**src/rtl/k2_pkg.sv**
```systemverilog
// ============================================================================
// k2_pkg : shared types and decode helpers for the K2 sequencer. Rev 1.0
// ============================================================================
`default_nettype none

package k2_pkg;

  typedef enum logic [1:0] {
    IDLE  = 2'd0,
    FETCH = 2'd1,
    EXEC  = 2'd2,
    HALT  = 2'd3
  } state_t;

  typedef struct packed {
    logic       j;
    logic       c;
    logic [1:0] d;
    logic       r;
    logic       s;
    logic [1:0] imm2;
  } instr_t;

  localparam logic [1:0] D_RA   = 2'b00;
  localparam logic [1:0] D_RB   = 2'b01;
  localparam logic [1:0] D_RO   = 2'b10;
  localparam logic [1:0] D_NONE = 2'b11;

  // The jump target and imm3 overlap the R/S bits of the same byte.
  function automatic logic [3:0] jump_target(input instr_t ir);
    return {ir.r, ir.s, ir.imm2};
  endfunction

  function automatic logic [2:0] imm3(input instr_t ir);
    return {ir.s, ir.imm2};
  endfunction

endpackage

`default_nettype wire

```
**src/rtl/k2_decode.sv**
```systemverilog
// ============================================================================
// k2_decode : combinational IR + state decode into datapath strobes. Rev 1.0
// ============================================================================
`default_nettype none

module k2_decode
  import k2_pkg::*;
(
  input  state_t     state,
  input  instr_t     ir,
  input  logic       carry_flag,
  output logic       ra_we,
  output logic       rb_we,
  output logic       ro_we,
  output logic       alu_sub,
  output logic       sel_imm,
  output logic [2:0] imm,
  output logic       jump_taken,
  output logic       carry_upd
);

  always_comb begin
    ra_we      = 1'b0;
    rb_we      = 1'b0;
    ro_we      = 1'b0;
    alu_sub    = 1'b0;
    sel_imm    = 1'b0;
    imm        = 3'b000;
    jump_taken = 1'b0;
    carry_upd  = 1'b0;
    if (state == EXEC) begin
      sel_imm = ir.r;
      alu_sub = ir.s;
      imm     = imm3(ir);
      if (ir.j) begin
        jump_taken = 1'b1;
      end else if (ir.c) begin
        jump_taken = carry_flag;
      end else begin
        case (ir.d)
          D_RA:    ra_we = 1'b1;
          D_RB:    rb_we = 1'b1;
          D_RO:    ro_we = 1'b1;
          default: ;
        endcase
        // Only adder results into ra/rb produce a meaningful carry.
        carry_upd = ((ir.d == D_RA) || (ir.d == D_RB)) && !ir.r;
      end
    end
  end

endmodule

`default_nettype wire

```
**src/rtl/k2_sequencer.sv**
```systemverilog
// ============================================================================
// k2_sequencer : K2 fetch/execute control (PC, IR, carry, FSM); K2_STEP_EN adds
// a single-step input. Rev 1.0
// ============================================================================
`default_nettype none

module k2_sequencer
  import k2_pkg::*;
#(
  parameter int unsigned ADDR_W   = 4,
  parameter int unsigned INSTR_W  = 8,
  parameter int unsigned PC_RESET = 0
) (
  input  logic               clk,
  input  logic               reset,
  input  logic               run,
`ifdef K2_STEP_EN
  input  logic               step,
`endif
  output logic [ADDR_W-1:0]  rom_addr,
  input  logic [INSTR_W-1:0] rom_data,
  input  logic               alu_carry,
  output logic               ra_we,
  output logic               rb_we,
  output logic               ro_we,
  output logic               alu_sub,
  output logic               sel_imm,
  output logic [2:0]         imm,
  output logic               carry_flag,
  output logic               halted,
  output logic               busy
);

  localparam logic [ADDR_W-1:0] PC_INIT = ADDR_W'(PC_RESET);
  localparam logic [ADDR_W-1:0] PC_INC  = ADDR_W'(1);

  state_t            state;
  state_t            state_nxt;
  instr_t            ir;
  logic [ADDR_W-1:0] pc;
  logic [ADDR_W-1:0] target;
  logic              jump_taken;
  logic              carry_upd;
  logic              step_req;

`ifdef K2_STEP_EN
  assign step_req = step;
`else
  assign step_req = 1'b0;
`endif

  k2_decode u_decode (
    .state      (state),
    .ir         (ir),
    .carry_flag (carry_flag),
    .ra_we      (ra_we),
    .rb_we      (rb_we),
    .ro_we      (ro_we),
    .alu_sub    (alu_sub),
    .sel_imm    (sel_imm),
    .imm        (imm),
    .jump_taken (jump_taken),
    .carry_upd  (carry_upd)
  );

  assign target   = ADDR_W'(jump_target(ir));
  assign rom_addr = pc;
  assign busy     = (state == FETCH) || (state == EXEC);

  always_comb begin
    state_nxt = state;
    case (state)
      IDLE:  if (run || step_req) state_nxt = FETCH;
      FETCH: state_nxt = EXEC;
      EXEC: begin
        // A taken jump onto itself can never make progress: park in HALT.
        if (jump_taken && (target == pc)) state_nxt = HALT;
        else if (run)                     state_nxt = FETCH;
        else                              state_nxt = IDLE;
      end
      HALT:    state_nxt = HALT;
      default: state_nxt = IDLE;
    endcase
  end

  always_ff @(posedge clk or posedge reset) begin
    if (reset) begin
      state      <= IDLE;
      pc         <= PC_INIT;
      ir         <= '0;
      carry_flag <= 1'b0;
      halted     <= 1'b0;
    end else begin
      state <= state_nxt;
      if (state == FETCH) ir <= instr_t'(rom_data[7:0]);
      if (state == EXEC) begin
        pc <= jump_taken ? target : pc + PC_INC;
        if (carry_upd) carry_flag <= alu_carry;
      end
      if (state_nxt == HALT) halted <= 1'b1;
    end
  end

endmodule

`default_nettype wire

```
**config.mk**
```make
export PLATFORM = sky130hd
export DESIGN_NAME = k2_sequencer
export DESIGN_NICKNAME = d
export VERILOG_FILES = /design/src/rtl/k2_pkg.sv /design/src/rtl/k2_decode.sv /design/src/rtl/k2_sequencer.sv
export SDC_FILE = /design/constraint.sdc
export NUM_CORES = 1
export LEC_CHECK = 0
export CAP_MARGIN = 20
export CORE_MARGIN = 4
export CORE_UTILIZATION = 46
export DETAILED_ROUTE_END_ITERATION = 10
export PLACE_DENSITY_LB_ADDON = 0.15
export SLEW_MARGIN = 5
export SYNTH_ARGS = -nofsm -noshare
export SYNTH_HDL_FRONTEND = slang
export SYNTH_SLANG_ARGS = --single-unit
```
**constraint.sdc**
```tcl
create_clock -name clk -period 2.1 [get_ports clk]
set_input_delay 0.42 -clock clk [delete_from_list [all_inputs] [get_ports clk]]
set_output_delay 0.42 -clock clk [all_outputs]
set_load 0.02 [all_outputs]
```
### Word level (Yosys, flattened, before mapping)

Cells that the tools add are included.

* equal/unequal tests: 7
* muxes and demuxes: 26
* $add $sub $neg: 1
* reduce and logical (&&, ||, !) cells: 8

Operators with widths (count)
* 2-to-1 mux 1 bit: 21
* equality test 2 bit (second input constant): 4
* case mux 2 bit (4 select lines): 1
* adder 4 x 1 -> 4 bit (second input constant): 1
* equality test 2 x 1 -> 1 bit (second input constant): 2
* equality test 4 bit: 1
* zero test 2 bit: 2
* 2-to-1 mux 2 bit: 2
* 2-to-1 mux 4 bit: 1
* 2-to-1 mux 3 bit: 1
* logical AND 1 bit: 2
* logical OR 1 bit: 2
* AND reduction 2 bit: 1
* zero test 1 bit: 1

* bits in registers: 16

### Logic depth before layout (Yosys ltp)

* word-level depth: 7
* gate-level depth with buffers: 7

### Hierarchy

Synthesis repeated with hierarchy kept, for this count alone.

* cell total of the unflattened synthesis: 84
* area total of the unflattened synthesis: 904.6 um^2

Modules (own cells, without submodules)
* k2_sequencer: instances 1, area each 805.8 um^2, cells an instance 71
* k2_decode: instances 1, area each 98.8 um^2, cells an instance 13

### Worst setup path after synthesis

No wires, ideal clock.

* kind: register -> output
* from: register state[0]
* to: output imm[2]
* path buffers: 3
* slack: 0.236 ns
* data arrival time: 1.444 ns
* required time: 1.680 ns
* stages on the path, launching flop included: 7
* cell sequence: dfrtp_1 -> inv_1 -> ha_1 -> clkbuf_1 -> buf_2 -> and2_1 -> buf_4

* cells in the longest elaborated chain, start to end: 2

Ends and longest elaborated chain
* from (decl): line k2_sequencer.sv:37 `state_t state;`
* from (signal assigned): line k2_sequencer.sv:94 `state <= state_nxt;`
* equality test 2 bit: line k2_decode.sv:31 `if (state == EXEC) begin`
* 2-to-1 mux 3 bit: line k2_decode.sv:31
* to (decl): line k2_sequencer.sv:28 `output logic [2:0] imm,`

No other way between the ends.

### Final worst setup path

* from: register state[0]
* to: output ro_we

* cells in the longest elaborated chain, start to end: 2

Ends and longest elaborated chain
* equality test 2 bit: line k2_decode.sv:31
* 2-to-1 mux 1 bit: line k2_decode.sv:31
* to (decl): line k2_sequencer.sv:25 `output logic ro_we,`

No other way between the ends.

==> impl_metrics.yaml <==
synthesis:
  yosysMostFrequentCell: "dfrtp_1"
  synth_top_flop_cell: "dfrtp_1"
  synth_nets: 109
  netlist.area_leader.share: 0.4360
  syn_avg_cell_area_um2: 9.982
  ys_types: 30
  synthArstFlopShare: 1.000
  synth_edf_count: 0
  ys_warn_count: 0
  ys_ff_latch: 16
  synth_common_cells: "16 x dfrtp_1, 8 x a21oi_1, 8 x mux2_2, 8 x nor2_1"
  netlist_instances: 92
  synthTopCellsByArea: "dfrtp_1 44%, mux2_2 9.8%, ha_1 6.8%"
  yosysSeqAreaShare: 0.4360
  syn_area_um2: 918.4
  synth_top_area_cell: "dfrtp_1"
setup_path:
  r2r_setup_slack_ps: 360
  crit_slowest_cell: "dfrtp_1"
  r2r_start: "state[1]$_DFF_PP0_"
  arrival_ps: 1560
  crit_end: "ro_we"
  crit_fanout: 12
  endpoint_kind: "primary output"
  ff2ff_path_depth: 7
  worst_setup_path_start_kind: "register"
  critical-path-max-stage-delay_ps: 400
  crit_chain: "inv_1 -> ha_4 -> and4_1 -> dlygate4sd2_1"
  rr_endpoint: "halted$_DFFE_PP0N_"
  worstSetupPathType: "reg -> out"
  required_ps: 1680
  crit_start: "state[0]$_DFF_PP0_"
floorplanning:
  core-area_um2: 1802
  die_area_um2: 2775
  die_h_um: 52.68
  io-pin-count: 27
  initial_core_util: 0.5097
  rows: 15
  fp.dieW_um: 52.68
power:
  p_total_uw: 2087
  pwr_density_cell_nw_per_um2: 1656
  ir_drop_mv: 0.9426
  p_leak_uw: 0.0005761
route:
  drtAntennaViolNets: 0
  post_drt_via_cell_ratio: 5.203
  drc: 0
  firstDrtPassIters: 4
  vias: 770
  routedWlPerCell_um: 12.80
  drtIter0Drc: 8
  wl_mm: 1.894
sta:
  report.final.slew_viol_count: 0
  timing_hold_violations_final: 0
  setup_viol: 0
  worst_slew_pin_slew_ps: 600.1
  slew_headroom: 0.5995
  fmax_ghz: 0.5049
  min_period_ps: 1980
  period_share: 0.9431
  fin_skew_ps: 4.472
  rsz0062_at_grt: "no"
grt:
  grt_pass1_vias: 780
  grt_pass1_wl_mm: 3.422
  grt_overflow: 0
  grt_max_degree: 17
  track_usage: 0.1697
  antenna_found_initial: 0
clock_tree:
  path_clk_slew_ps: 100
  clock_sinks: 16
  cts-htree-levels: 1
  post_cts_hold_buffer_count: 0
  worst_skew_pair.late_latency_ps: 290
  cts_root_buf: "clkbuf_4"
  cts_buffers: 3
  cts.path.max_buffers: 2
  cts_tree: "yes"
placement:
  io_buffers: 26
  dpl_cell_area_um2: 1230
  gp_congestion: 0.7157
  dp.final_hpwl_mm: 1.449
cells_and_area:
  nets: 141
  multi_input_area_um2: 486.7
  areaGrowthSynthToFinish_pct: 37.19
  seq_area_um2: 400.4
  diodes: 0
  layout-drive-gt1-share: 0.1951
  fin_area_um2: 1260
  fillCellCount: 149
run_status:
  status: "completed"
hold_path:
  hold_class: "in -> async"
run:
  drv_cap: 0
[report_power, final]
group	switching, µW	internal [µW]	total (µW)	leakage, µW
sequential	177	469	645	0.000187
clock	99.0	106	205	0.0000210
combinational	629	608	1240	0.000368
[routing by layer]
layer,part of all wire,vias up,track usage
met1,0.43,362,0.2064
met4,0.012,0,0.06383
met2,0.50,20,0.2872
met5,0,-,0
met3,0.062,4,0.03989
li1,-,384,-
[cell usage in the layout, fill, tap and decap left out, types with 2 or more instances in the layout]
cell / Yosys / routed
dlygate4sd2_1: 0 / 7
o21ai_0: 3 / 3
dfrtp_1: 16 / 16
nor3_1: 3 / 3
nand2b_1: 2 / 2
mux2_2: 8 / 8
xor2_1: 4 / 4
and2_1: 3 / 3
clkdlybuf4s50_1: 0 / 17
ha_1: 5 / 4
nand2_1: 4 / 4
nand3_1: 4 / 4
clkbuf_2: 0 / 2
clkbuf_4: 0 / 3
inv_1: 5 / 5
nor2_1: 8 / 8
a21oi_1: 8 / 8
buf_4: 1 / 6
[cells by family after synthesis]
group | count (synthesis) | share of synthesized area
fa+ha+maj | 5 | 0.06812
compound gates | 17 | 0.1254
xor+xnor | 4 | 0.03814
mux | 9 | 0.1090
flops | 16 | 0.4360
buf+inv | 10 | 0.04769
simple gates | 31 | 0.1758
[sequential cells by signal, summed over array words and instances (netlist names)]
register / cells
ir: 8
rom_addr: 4
state: 2
carry_flag: 1
halted: 1
[repair_timing]
item,4_1_cts,5_1_grt
buffers inserted,0,0
setup endpoints to repair,9,2
hold endpoints to repair,0,0
gates resized for setup,11,4
cloned,0,0
[area by class of cell]
| class | instances | share of cell area |
|---|---|---|
| multi-input combinational | 66 | 0.3863 |
| sequential | 16 | 0.3178 |
| timing repair buffer | 32 | 0.2274 |
| clock buffer | 4 | 0.02880 |
| tap | 25 | 0.02483 |
| inverter | 5 | 0.01490 |
[metrics by stage]
| stage | hold slack [ps] | cells | util | worst slack, ps | setup TNS [ps] |
|---|---|---|---|---|---|
| floorplan | 333.7 | 92 | - | 235.8 | 0 |
| global placement | 503.4 | 144 | 0.6826 | -23.96 | -46.00 |
| detailed placement | 502.8 | 144 | 0.6826 | -79.55 | -161.2 |
| CTS | 514.7 | 148 | 0.7035 | 66.11 | 0 |
| global route | 548.7 | 148 | 0.6993 | 25.82 | 0 |
| finish | 487.3 | 148 | 0.6993 | 119.5 | 0 |
[worst max-delay path: cells and delay by family, from the launching register on]
kind          cells  cell delay (ps)
flops             1              400
fa+ha+maj         1              220
buf+inv           2              450
simple gates      1              200
[worst min path at each step]
| stage | cells past startpoint | to | slack [ps] | start |
|---|---|---|---|---|
| finish | 2 | carry_flag$_DFFE_PP0P_ | 490 | reset |
| global route | 2 | state[0]$_DFF_PP0_ | 550 | reset |
| CTS | 2 | ir[0]$_DFFE_PP0N_ | 510 | reset |
| floorplan | 1 | carry_flag$_DFFE_PP0P_ | 330 | reset |
| detailed placement | 1 | ir[5]$_DFFE_PP0N_ | 500 | ir[5]$_DFFE_PP0N_ |
| global placement | 1 | ir[5]$_DFFE_PP0N_ | 500 | ir[5]$_DFFE_PP0N_ |
Power figures use the tool's default switching activity.
